[src/rtl/gx_stream_deserializer.sv]
// Byte-granular circular buffer between a word-wide upstream read port and a 1..4 byte consumer.
// Optional feature macro GX_DESER_PEEK_EN adds out_peek (deliver without advancing the read pointer).
module gx_stream_deserializer #(
  parameter int IN_BYTES        = 4,
  parameter int DEPTH           = 16,
  parameter int MAX_OUTSTANDING = 2
) (
  input  logic                    clk,
  input  logic                    reset,
  output logic                    in_read,
  input  logic                    in_valid,
  input  logic [8*IN_BYTES-1:0]   in_data,
  input  logic                    out_read,
  input  logic [2:0]              out_bytes,
`ifdef GX_DESER_PEEK_EN
  input  logic                    out_peek,
`endif
  output logic                    out_valid,
  output logic [31:0]             out_data,
  input  logic                    flush,
  output logic [$clog2(DEPTH):0]  level
);
  localparam int AW = $clog2(DEPTH);
  localparam int PW = AW + 1;

  logic [7:0]    mem [DEPTH];
  logic [PW-1:0] wr_ptr_reg, wr_ptr_next;
  logic [PW-1:0] rd_ptr_reg, rd_ptr_next;
  logic [2:0]    outstanding_reg, outstanding_next;
  logic [2:0]    discard_reg, discard_next;
  logic          out_valid_reg;
  logic [31:0]   out_data_reg;
  logic [31:0]   gather;
  logic [7:0]    rd_byte [4];
  logic          peek, bytes_ok, consume, advance, ret, accept;

`ifdef GX_DESER_PEEK_EN
  assign peek = out_peek;
`else
  assign peek = 1'b0;
`endif

  assign level    = wr_ptr_reg - rd_ptr_reg;
  assign bytes_ok = (out_bytes != 3'd0) && (out_bytes <= 3'd4);
  // The cycle presenting out_valid never consumes, so deliveries are at most every other cycle.
  assign consume  = !flush && out_read && bytes_ok && !out_valid_reg && (level >= PW'(out_bytes));
  assign advance  = consume && !peek;
  // ret: a word returning against an issued read; only words not owed to a flush are stored.
  assign ret      = in_valid && (outstanding_reg != 3'd0);
  assign accept   = ret && (discard_reg == 3'd0) && !flush;

  always_comb begin
    in_read = 1'b0;
    if (!reset && !flush && (int'(outstanding_reg) < MAX_OUTSTANDING) &&
        (int'(level) + IN_BYTES * (int'(outstanding_reg) + 1) <= DEPTH))
      in_read = 1'b1;
  end

  always_comb begin
    outstanding_next = outstanding_reg + {2'b00, in_read} - {2'b00, ret};
    discard_next     = discard_reg;
    if (flush)
      discard_next = outstanding_next;
    else if (ret && (discard_reg != 3'd0))
      discard_next = discard_reg - 3'd1;
    wr_ptr_next = accept ? wr_ptr_reg + PW'(IN_BYTES) : wr_ptr_reg;
    if (flush)
      rd_ptr_next = wr_ptr_reg;
    else if (advance)
      rd_ptr_next = rd_ptr_reg + PW'(out_bytes);
    else
      rd_ptr_next = rd_ptr_reg;
  end

  generate
    for (genvar gi = 0; gi < 4; gi++) begin : g_rd
      assign rd_byte[gi] = mem[AW'(rd_ptr_reg[AW-1:0] + AW'(gi))];
      assign gather[31-8*gi -: 8] = (3'(gi) < out_bytes) ? rd_byte[gi] : 8'h00;
    end
  endgenerate

  always_ff @(posedge clk) begin
    if (accept) begin
      for (int i = 0; i < IN_BYTES; i++)
        mem[AW'(wr_ptr_reg[AW-1:0] + AW'(i))] <= in_data[8*(IN_BYTES-1-i) +: 8];
    end
  end

  always_ff @(posedge clk or posedge reset) begin
    if (reset) begin
      wr_ptr_reg      <= '0;
      rd_ptr_reg      <= '0;
      outstanding_reg <= '0;
      discard_reg     <= '0;
      out_valid_reg   <= 1'b0;
      out_data_reg    <= '0;
    end else begin
      wr_ptr_reg      <= wr_ptr_next;
      rd_ptr_reg      <= rd_ptr_next;
      outstanding_reg <= outstanding_next;
      discard_reg     <= discard_next;
      out_valid_reg   <= consume;
      if (consume)
        out_data_reg <= gather;
    end
  end

  assign out_valid = out_valid_reg;
  assign out_data  = out_data_reg;
endmodule

[config.mk]
export PLATFORM = sky130hd
export DESIGN_NAME = gx_stream_deserializer
export DESIGN_NICKNAME = d
export VERILOG_FILES = /design/src/rtl/gx_stream_deserializer.sv
export SDC_FILE = /design/constraint.sdc
export NUM_CORES = 1
export LEC_CHECK = 0
export BUFFER_PORTS_ARGS = -buffer_cell sky130_fd_sc_hd__buf_4
export CORE_UTILIZATION = 50
export CTS_CLUSTER_SIZE = 12
export DETAILED_ROUTE_END_ITERATION = 16
export PLACE_DENSITY = 0.68
export SYNTH_ARGS = -nofsm -noshare
export SYNTH_HDL_FRONTEND = slang
export SYNTH_SLANG_ARGS = --single-unit
export TNS_END_PERCENT = 5
[constraint.sdc]
create_clock -name clk -period 9.7 [get_ports clk]
set_input_delay 0.97 -clock clk [delete_from_list [all_inputs] [get_ports clk]]
set_output_delay 0.97 -clock clk [all_outputs]
set_load 0.05 [all_outputs]
# Word level (Yosys, flattened, before mapping)
# Memory sizes are Yosys's and may differ from the RTL's. A register that Yosys moved wholly into a read port is not among the register bits.
# Cells that the tools add are included.
dict set report classes {
  order_cmp 8
  muxes 11
  reduce_logical 21
  addsub 14
}
# cell n
set ops {}
lappend ops {{two-way mux 8 bit} 4}
lappend ops {{adder 4 x 2 -> 4 bit, second input constant} 4}
lappend ops {{logical AND 1 bit} 12}
lappend ops {{two-way mux 5 bit} 2}
lappend ops {{nonzero test 3 bit} 3}
lappend ops {{adder 4 x 1 -> 4 bit, second input constant} 2}
lappend ops {{adder 5 x 6 -> 7 bit} 1}
lappend ops {{<= comparator 7 x 5 -> 1 bit, second input constant} 1}
lappend ops {{< comparator 1 x 3 -> 1 bit, first input constant} 2}
lappend ops {{< comparator 2 x 3 -> 1 bit, first input constant} 2}
lappend ops {{two-way mux 3 bit} 2}
lappend ops {{adder 5 x 3 -> 5 bit} 1}
lappend ops {{adder 5 x 3 -> 5 bit, second input constant} 1}
lappend ops {{greater-or-equal comparator 5 x 3 -> 1 bit} 1}
lappend ops {{subtractor 5 bit} 1}
lappend ops {{adder 3 x 1 -> 4 bit, second input constant} 1}
lappend ops {{nonzero test 2 bit} 2}
lappend ops {{adder 3 x 1 -> 3 bit} 1}
lappend ops {{<= comparator 3 bit, second input constant} 1}
lappend ops {{logical NOT 1 bit} 3}
lappend ops {{logical NOT 3 bit} 1}
lappend ops {{< comparator 3 x 2 -> 1 bit, second input constant} 1}
lappend ops {{two-way mux 1 bit} 3}
lappend ops {{subtractor 3 x 1 -> 3 bit} 1}
lappend ops {{subtractor 3 x 1 -> 3 bit, second input constant} 1}
dict set report totals {
  reg_bits 49
  out_inout_bits 39
  memories 1
  mem_bits_rw 128
}
# memory depth word_bits read_ports rd_ports_with_merged_regs wr line
set memory_table {}
lappend memory_table {mem 16 8 4 1 4 26} ;# logic [7:0] mem [DEPTH];

# Logic depth before layout (Yosys ltp)
# Gate-level depths: netlist of run 1.
dict set report depth {
  word_depth 8
  depth_mapped 17
  ltp_nobuf 15
}

# Worst setup path before layout of run 1
# OpenSTA, ideal clock, no wires.
dict set report synth_timing {
  path_type {flip-flop to flip-flop}
  from {register rd_ptr_reg[1]}
  to {register discard_reg[1]}
  n_path_buf 2
  required_time_ps 9564
  path_stages_with_launch 16
  path_slack_ps 3579
  period_less_slack_ps 6121
  setup_ps 136
  t_arrival_ps 5985
  path_cell_list {dfrtp_1 -> buf_1 -> clkbuf_1 -> inv_1 -> ha_1 -> xor2_1 -> ha_1 -> fa_1 -> nor3b_1 -> o211ai_1 -> mux2_1 -> a211oi_1 -> ha_1 -> fa_1 -> nand2_1 -> o21ai_0}
}
dict set report synth_via {
  elab_chain_cells 8
}
# item line
set synth_rtl {}
lappend synth_rtl {{from (decl)} 28} ;# logic [PW-1:0] rd_ptr_reg, rd_ptr_next;
lappend synth_rtl {{from (signal assigned)} 99} ;# rd_ptr_reg <= rd_ptr_next;
lappend synth_rtl {{subtractor 5 bit} 43} ;# assign level = wr_ptr_reg - rd_ptr_reg;
lappend synth_rtl {{net level[2]} 21} ;# output logic [$clog2(DEPTH):0] level
lappend synth_rtl {{adder 5 x 6 -> 7 bit} 55} ;# (int'(level) + IN_BYTES * (int'(outstanding_reg) + 1) <= DEPTH))
lappend synth_rtl {{<= comparator 7 x 5 -> 1 bit} 55}
lappend synth_rtl {{logical AND 1 bit} 54} ;# if (!reset && !flush && (int'(outstanding_reg) < MAX_OUTSTANDING) &&
lappend synth_rtl {{two-way mux 1 bit} 54}
lappend synth_rtl {{net in_read} 10} ;# output logic in_read,
lappend synth_rtl {{adder 3 x 1 -> 3 bit} 60} ;# outstanding_next = outstanding_reg + {2'b00, in_read} - {2'b00, ret};
lappend synth_rtl {{subtractor 3 x 1 -> 3 bit} 60}
lappend synth_rtl {{net outstanding_next[1]} 29} ;# logic [2:0] outstanding_reg, outstanding_next;
lappend synth_rtl {{two-way mux 3 bit} 62} ;# if (flush)
lappend synth_rtl {{to (signal assigned)} 101} ;# discard_reg <= discard_next;
lappend synth_rtl {{to (decl)} 30} ;# logic [2:0] discard_reg, discard_next;
# The timed path passes the listed nets, and every way through them passes these cells.
# A chain may end at the register's enable or synchronous reset.

# Final worst setup path of run 1
dict set report layout_timing {
  from {register rd_ptr_reg[3]}
  to {output port in_read}
}
dict set report layout_via {
  elab_chain_cells 5
}
# item line
set layout_rtl {}
lappend layout_rtl {{subtractor 5 bit} 43}
lappend layout_rtl {{adder 5 x 6 -> 7 bit} 55}
lappend layout_rtl {{<= comparator 7 x 5 -> 1 bit} 55}
lappend layout_rtl {{logical AND 1 bit} 54}
lappend layout_rtl {{two-way mux 1 bit} 54}
lappend layout_rtl {{to (decl)} 10}
# Every way passes these cells.

==> results.py, run 1 <==
metrics = {
    "power_and_ir_drop": {
        "power_leakage_nw": 4.05,
        "switchingPower_mw": 1.35,
        "power.share.clock": 0.204,
        "switching_share": 0.407,
        "combPwrFrac": 0.486,
        "powerDensity_nw_per_um2": 286,
        "vdd_ir_drop_max_v": 0.000160,
        "power.internal_mw": 1.96,
        "pwr-share-seq": 0.310,
    },
    "sta": {
        "drv_slew": 0,
        "fmax_ghz": 0.181,
        "max_slew.worst_pin.slew_ns": 1.15,
        "fin_skew_ns": 0.00935,
        "fin_crit_ns": 5.53,
        "holdWs_ns": 0.491,
        "timing.final.hold_violations": 0,
        "setup_viol": 0,
        "fin_crit_sh": 0.570,
        "rsz0062_at_grt": "no",
        "fin_ws_ns": 4.17,
        "setup_tns_ns": 0,
        "max_slew_margin": 0.235,
    },
    "yosys": {
        "synth_edf_count": 128,
        "post-synth-top-area-cell": "edfxtp_1",
        "ys_seq_elements": 175,
        "ys_async_sr_fraction": 0.269,
        "synth_warnings": 0,
        "synthesis.area_um2": 10200,
        "ys_top_cells_by_area": "edfxtp_1 38%, mux4_2 25%, dfrtp_1 11%",
        "ys_seq_area_frac": 0.491,
        "syn_avg_cell_area_um2": 16.4,
        "synthCells": 625,
        "synth_nets": 695,
        "synth_top_area_frac": 0.376,
        "synth.distinct_cells": 51,
        "ys.flop_type": "edfxtp_1",
    },
    "cts": {
        "cts_tree": "done",
        "cts_made_buffers": 17,
        "ctsLongestPathBuffers": 2,
        "cts_hold_buf": 0,
        "clkTransAtPathRegs_ns": 0.07,
        "post-cts-setup-buffer-count": 0,
        "root_buffer": "clkbuf_16",
        "cts_sinks": 175,
        "cts.htree.levels": 4,
        "clock_latency_ns": 0.43,
        "cts_resized": 0,
    },
    "grt": {
        "grt_max_degree": 73,
        "grt_first_pass_wirelength_mm": 37.5,
        "grt_overflow": 0,
        "antenna_found_initial": 0,
        "grt_pass1_vias": 6446,
        "grt_usage": 0.237,
    },
    "critical_path": {
        "path_max_fanout": 9,
        "rr_worst_depth": 14,
        "crit_start": "rd_ptr_reg[3]",
        "cp_common_cell": "inv_1",
        "crit_required_ns": 8.73,
        "r2r_slack_ns": 4.92,
        "critPathMaxStageDelay_ns": 0.56,
        "crit_type": "reg2out",
        "rr_startpoint": "rd_ptr_reg[3]",
        "crit_buf_inv": 3,
        "endpoint_kind": "primary output",
        "crit_family": "simple AND/OR/NAND/NOR gates",
        "cp_data_arrival_time_ns": 4.56,
        "timing.critical_path.cells": "inv_1, ha_1, or2_2, o211ai_1, inv_1, fa_1, nor3b_1, nor4b_1, mux2i_1, a211oi_1, buf_4",
        "cp_slowest_cell": "inv_1",
        "rr_endpoint": "discard_reg[1]",
        "critPathLaunchType": "flip-flop",
    },
    "place": {
        "place_ws_ns": 4.59,
        "gp_congestion": 0.871,
        "port-buffer-count": 78,
        "place_area_um2": 11000,
        "place_hpwl_mm": 16.4,
    },
    "worst_hold_path": {
        "hold_end": "out_data[14]",
        "hold_class": "reg2reg",
        "hold_depth": 1,
        "min_from": "out_data[14]",
    },
    "outcome": {
        "status": "completed",
    },
    "final_layout": {
        "largest_reg_flops": 128,
        "antenna-diode-count": 0,
        "area_growth_pct": 13.2,
        "nets": 765,
        "final_area_um2": 11600,
        "final_util": 0.585,
        "final_layout_size_suffix_gt1_frac": 0.362,
    },
    "route": {
        "first_iter_violations": 462,
        "vias_per_cell": 6.38,
        "drt-pass1-iter-count": 4,
        "post-route-drc-count": 0,
        "vias": 6207,
        "wl_mm": 23.7,
        "postRouteAntennaNets": 0,
        "post_drt_wl_per_cell_um": 24.4,
    },
    "die": {
        "die-area_um2": 21000,
        "die_w_um": 145,
        "dieHeight_um": 145,
        "io_pins": 79,
        "core_um2": 19800,
        "start_util": 0.517,
        "fp-row-count": 51,
    },
    "run": {
        "max_cap_viol_count": 0,
    },
}
-- power groups by stage --
stage                     logic (mW)  registers [mW]  clock network [mW]
after floorplan                 1.03            1.19                   0
after global placement          1.57            1.03                   0
after detailed placement        1.61            1.04                   0
after CTS                       1.61            1.02               0.685
after global routing            1.72            1.04               0.710
final                           1.61            1.02               0.676
-- routing by layer --
layer  routed length [µm]  vias to the layer above  GRT usage  part of all wire
met5                    0                        -          0                 0
met4                  593                        0     0.0904             0.025
met3                 1330                       37     0.0365             0.056
met2                12200                      231      0.398              0.51
met1                 9610                     3241      0.313              0.41
li1                     -                     2698          -                 -
-- Yosys cell counts, drive strengths merged (2+ instances only) --
cell,instances
mux2i,70
clkinv,8
xor2,7
o21ai,6
a31oi,2
a21oi,26
nor2,22
o211ai,3
nand2,12
dfrtp,47
a211oi,2
or4,2
inv,19
ha,27
clkbuf,17
o31ai,2
a21o,3
and2,6
nor3b,4
xnor2,11
nand3,7
o2bb2ai,16
buf,23
fa,3
mux4,114
nand2b,2
a22o,8
edfxtp,128
mux2,16
-- cell families after synthesis --
group	after synthesis	share of synthesized area
and+or+nand+nor	64	0.0318
xor gates and xnor gates	18	0.0191
adders and majority gates	30	0.0389
buffers and inverters	67	0.0341
DFF	175	0.491
AOI/OAI and AO/OA	71	0.0477
muxes	200	0.338
-- worst reg2reg max path: stages (launching register included) --
cell and delay, ns:
dfrtp_1 0.50, inv_1 0.56, ha_1 0.41, or2_2 0.30, o211ai_1 0.26, inv_1 0.15, fa_1 0.50, nor3b_1 0.37
nor4b_1 0.34, mux2i_1 0.14, a211oi_1 0.34, ha_1 0.23, fa_1 0.43, nand2_1 0.08, o21ai_0 0.07
-- per-stage QoR --
stage          cells  power [mW]
4_1_cts          973        3.32
6_report         973        3.31
2_1_floorplan    625        2.22
3_3_place_gp     941        2.60
3_5_place_dp     941        2.65
5_1_grt          973        3.47
-- final cells by class --
type	instances	area, µm²
clock inverter	13	126
inverter	27	101
timing repair buffer	91	683
tap	265	332
clock buffer	19	453
fill	1539	8200
sequential	175	5020
multi-input combinational	383	4860
-- worst max path at each step --
stage                                 to  slack [ns]  cells past startpoint
final                            in_read        4.17                     11
after global routing             in_read        3.83                     11
after CTS                        in_read        4.11                     11
after detailed placement         in_read        4.59                     11
after global placement           in_read        4.85                     11
after floorplan           discard_reg[1]        3.58                     15
-- cell usage in the layout, fill, tap and decap left out, types with 2 or more instances in the layout --
cell	instances
edfxtp_1	128
a31oi_1	2
inv_2	3
buf_4	91
ha_1	27
inv_1	16
xor2_1	5
o21ai_1	2
o211ai_1	3
and2_1	6
o31ai_1	2
o21ai_0	4
mux2i_1	70
nand2b_1	2
a21o_1	3
mux4_2	113
fa_1	3
mux2_2	8
clkbuf_8	2
nor2_1	22
nand2_1	12
clkinv_2	2
xnor2_1	8
o2bb2ai_1	16
xnor2_2	3
a22o_1	8
mux2_1	8
dfrtp_1	45
xor2_2	2
clkinv_4	4
clkbuf_16	17
or4_1	2
nand3_1	7
a21oi_1	26
clkinv_1	8
nor3b_1	4
inv_6	5
Note: power is estimated with default switching activity, not from simulation.
==> run 2: changes to the inputs <==
--- a/config.mk
+++ b/config.mk
@@ -5,11 +5,12 @@
 export SDC_FILE = /design/constraint.sdc
 export NUM_CORES = 1
 export LEC_CHECK = 0
+export ABC_AREA = 1
 export BUFFER_PORTS_ARGS = -buffer_cell sky130_fd_sc_hd__buf_4
 export CORE_UTILIZATION = 50
 export CTS_CLUSTER_SIZE = 12
 export DETAILED_ROUTE_END_ITERATION = 16
-export PLACE_DENSITY = 0.68
+export PLACE_DENSITY = 0.71
 export SYNTH_ARGS = -nofsm -noshare
 export SYNTH_HDL_FRONTEND = slang
 export SYNTH_SLANG_ARGS = --single-unit
==> constraint.sdc (replaced) <==
create_clock -name clk -period 4.45 [get_ports clk]
set_input_delay 0.445 -clock clk [delete_from_list [all_inputs] [get_ports clk]]
set_output_delay 0.445 -clock clk [all_outputs]
set_load 0.05 [all_outputs]
==> run 2 against run 1 <==
  * First-iteration DRC count rose to 2.5 times the previous value
  * Register-to-register slack got worse by 4.3 ns
  * Critical endpoint is now discard_reg[1]
  * Final cell count is 67% higher
  * Clock-buffer cell count is 9 higher
  * Cell area up 3.9%
  * Global-route usage up 5.2 points
  * Sequential share of layout area fell by 1.6 points
==> results.py, run 2 <==
metrics = {
    "cts": {
        "ctsLongestPathBuffers": 2,
        "cts_sinks": 175,
        "clock_latency_ns": 0.44,
        "cts_hold_buf": 0,
        "cts_resized": 0,
        "cts_tree": "done",
        "cts_made_buffers": 17,
        "cts.htree.levels": 4,
        "post-cts-setup-buffer-count": 0,
        "clkTransAtPathRegs_ns": 0.07,
        "root_buffer": "clkbuf_16",
    },
    "critical_path": {
        "path_max_fanout": 57,
        "cp_common_cell": "nand2_1",
        "crit_buf_inv": 3,
        "timing.critical_path.cells": "inv_4, buf_4, nand3_1, nand2_1, nand2_1, nand2_1, inv_1, fa_1, nor3b_1, nand3b_1, a21boi_0, nor2_4, ha_1, fa_1, o211ai_1, o21ai_0",
        "critPathMaxStageDelay_ns": 0.55,
        "crit_type": "reg2reg",
        "endpoint_kind": "flip-flop",
        "crit_family": "adder cells",
        "rr_endpoint": "discard_reg[1]",
        "r2r_slack_ns": 0.62,
        "crit_required_ns": 4.76,
        "rr_worst_depth": 16,
        "critPathLaunchType": "flip-flop",
        "cp_slowest_cell": "fa_1",
        "cp_data_arrival_time_ns": 4.14,
        "rr_startpoint": "rd_ptr_reg[0]",
    },
    "final_layout": {
        "multi_input_area_um2": 5120,
        "final_util": 0.570,
        "antenna-diode-count": 0,
        "final_common_cell": "nand3_1",
        "final_cell_mix": "428 x nand3_1, 404 x nand2_1, 128 x edfxtp_1, 97 x buf_4, 45 x dfrtp_1",
        "fin_cells": 1629,
        "fillers": 1916,
        "area_growth_pct": 11.6,
        "largest_reg_flops": 128,
        "final_layout_size_suffix_gt1_frac": 0.162,
        "regArea_um2": 5020,
        "nets": 1411,
    },
    "route": {
        "post-route-drc-count": 0,
        "first_iter_violations": 1174,
        "post_drt_wl_per_cell_um": 19.0,
        "wl_mm": 30.9,
        "vias": 9715,
        "postRouteAntennaNets": 0,
        "drt-pass1-iter-count": 6,
        "vias_per_cell": 5.96,
    },
    "yosys": {
        "synthesis.area_um2": 10800,
        "ys_top_cells_by_area": "edfxtp_1 36%, nand3_1 20%, nand2_1 14%",
        "synth_top_area_frac": 0.357,
        "ys_top_cells_by_count": "428 x nand3_1, 404 x nand2_1, 128 x edfxtp_1, 47 x dfrtp_1, 44 x inv_1",
        "synth.most_common_cell": "nand3_1",
        "ys.flop_type": "edfxtp_1",
        "synth.distinct_cells": 42,
        "synthCells": 1302,
        "syn_avg_cell_area_um2": 8.28,
        "synth_edf_count": 128,
        "synth_nets": 1372,
        "ys_seq_elements": 175,
        "ys_async_sr_fraction": 0.269,
        "ys_seq_area_frac": 0.466,
        "post-synth-top-area-cell": "edfxtp_1",
        "synth_warnings": 0,
    },
    "grt": {
        "grt_pass1_vias": 8951,
        "grt_usage": 0.289,
        "antenna_found_initial": 0,
        "grt_overflow": 0,
        "grt_max_degree": 101,
        "grt_first_pass_wirelength_mm": 48.3,
    },
    "place": {
        "gp_congestion": 0.916,
        "port-buffer-count": 78,
        "place_ws_ns": 0.617,
        "dpl.cell_count": 1597,
        "place_hpwl_mm": 19.9,
    },
    "die": {
        "die_w_um": 149,
        "core_um2": 21100,
        "dieHeight_um": 149,
        "fp-row-count": 53,
        "io_pins": 79,
        "start_util": 0.511,
        "die-area_um2": 22100,
    },
    "sta": {
        "timing.final.hold_violations": 0,
        "setup_tns_ns": 0,
        "fin_crit_ns": 3.83,
        "rsz0062_at_grt": "no",
        "setup_viol": 0,
        "fin_ws_ns": 0.618,
        "fmax_ghz": 0.261,
        "drv_slew": 0,
        "max_slew.worst_pin.slew_ns": 1.20,
        "holdWs_ns": 0.209,
        "fin_crit_sh": 0.861,
        "fin_skew_ns": 0.0103,
        "max_slew_margin": 0.194,
    },
    "worst_hold_path": {
        "hold_end": "mem[2][4]",
        "hold_class": "in2reg",
        "min_from": "in_data[12]",
        "hold_depth": 1,
    },
    "power_and_ir_drop": {
        "vdd_ir_drop_max_v": 0.000425,
        "powerDensity_nw_per_um2": 685,
        "power_leakage_nw": 5.23,
    },
    "outcome": {
        "status": "completed",
    },
    "run": {
        "max_cap_viol_count": 0,
    },
}
run 2: cell count changes in the layout (fill, tap and decap cells not counted), sizes merged, moves of 11 or more:
cell     before  now
o21ai         6   31
nand3         7  434
mux2i        70    0
clkinv       14    3
inv          24   55
nand2        12  443
o2bb2ai      16    0
a21oi        26   15
mux2         16    0
mux4        114    0
run 2: kinds of logic after synthesis:
group | after synthesis | share of synthesized area
flops | 175 | 0.466
fa+ha+maj | 30 | 0.0369
buf+inv | 133 | 0.0633
xor+xnor | 6 | 0.00662
compound gates | 53 | 0.0362
simple gates | 905 | 0.391
run 2: per-layer routing:
metal	share of wire	GRT usage	wire length [µm]
met1	0.40	0.384	12400
met2	0.46	0.471	14300
met3	0.11	0.0462	3250
met4	0.031	0.119	957
met5	0	0	0
run 2: worst max-delay path by stage:
stage               cells past startpoint           from  slack [ns]              to
floorplan                              15  rd_ptr_reg[1]        0.10  discard_reg[1]
global placement                       16  rd_ptr_reg[0]        0.76  discard_reg[1]
detailed placement                     16  rd_ptr_reg[0]        0.62  discard_reg[1]
CTS                                    13  rd_ptr_reg[0]        0.60         in_read
global route                           16  rd_ptr_reg[0]        0.28  discard_reg[1]
finish                                 16  rd_ptr_reg[0]        0.62  discard_reg[1]
run 2: power breakdown:
part	switching, mW	internal [mW]	total [mW]
Combinational	3.23	1.40	4.62
Sequential	0.178	1.99	2.17
Clock	0.612	0.844	1.46
Total	4.02	4.23	8.24
run 2: final cells by class:
| class | instances | area share |
|---|---|---|
| clock buffer | 28 | 0.0458 |
| clock inverter | 4 | 0.00187 |
| inverter | 55 | 0.0180 |
| multi-input combinational | 994 | 0.426 |
| sequential | 175 | 0.418 |
| tap | 275 | 0.0286 |
| timing repair buffer | 98 | 0.0622 |
run 2: stage by stage:
step | cell area, µm² | total power, mW
2_1_floorplan | 10800 | 5.52
3_3_place_gp | 11500 | 6.67
3_5_place_dp | 11500 | 6.73
4_1_cts | 12000 | 8.20
5_1_grt | 12000 | 8.73
6_report | 12000 | 8.24
run 2: worst register-to-register path: cells and delay by family, from the launching register on:
family          cells  cell delay (ns)
fa+ha+maj           3             1.24
simple gates        7             0.75
buf+inv             3             0.64
compound gates      3             0.62
flops               1             0.49
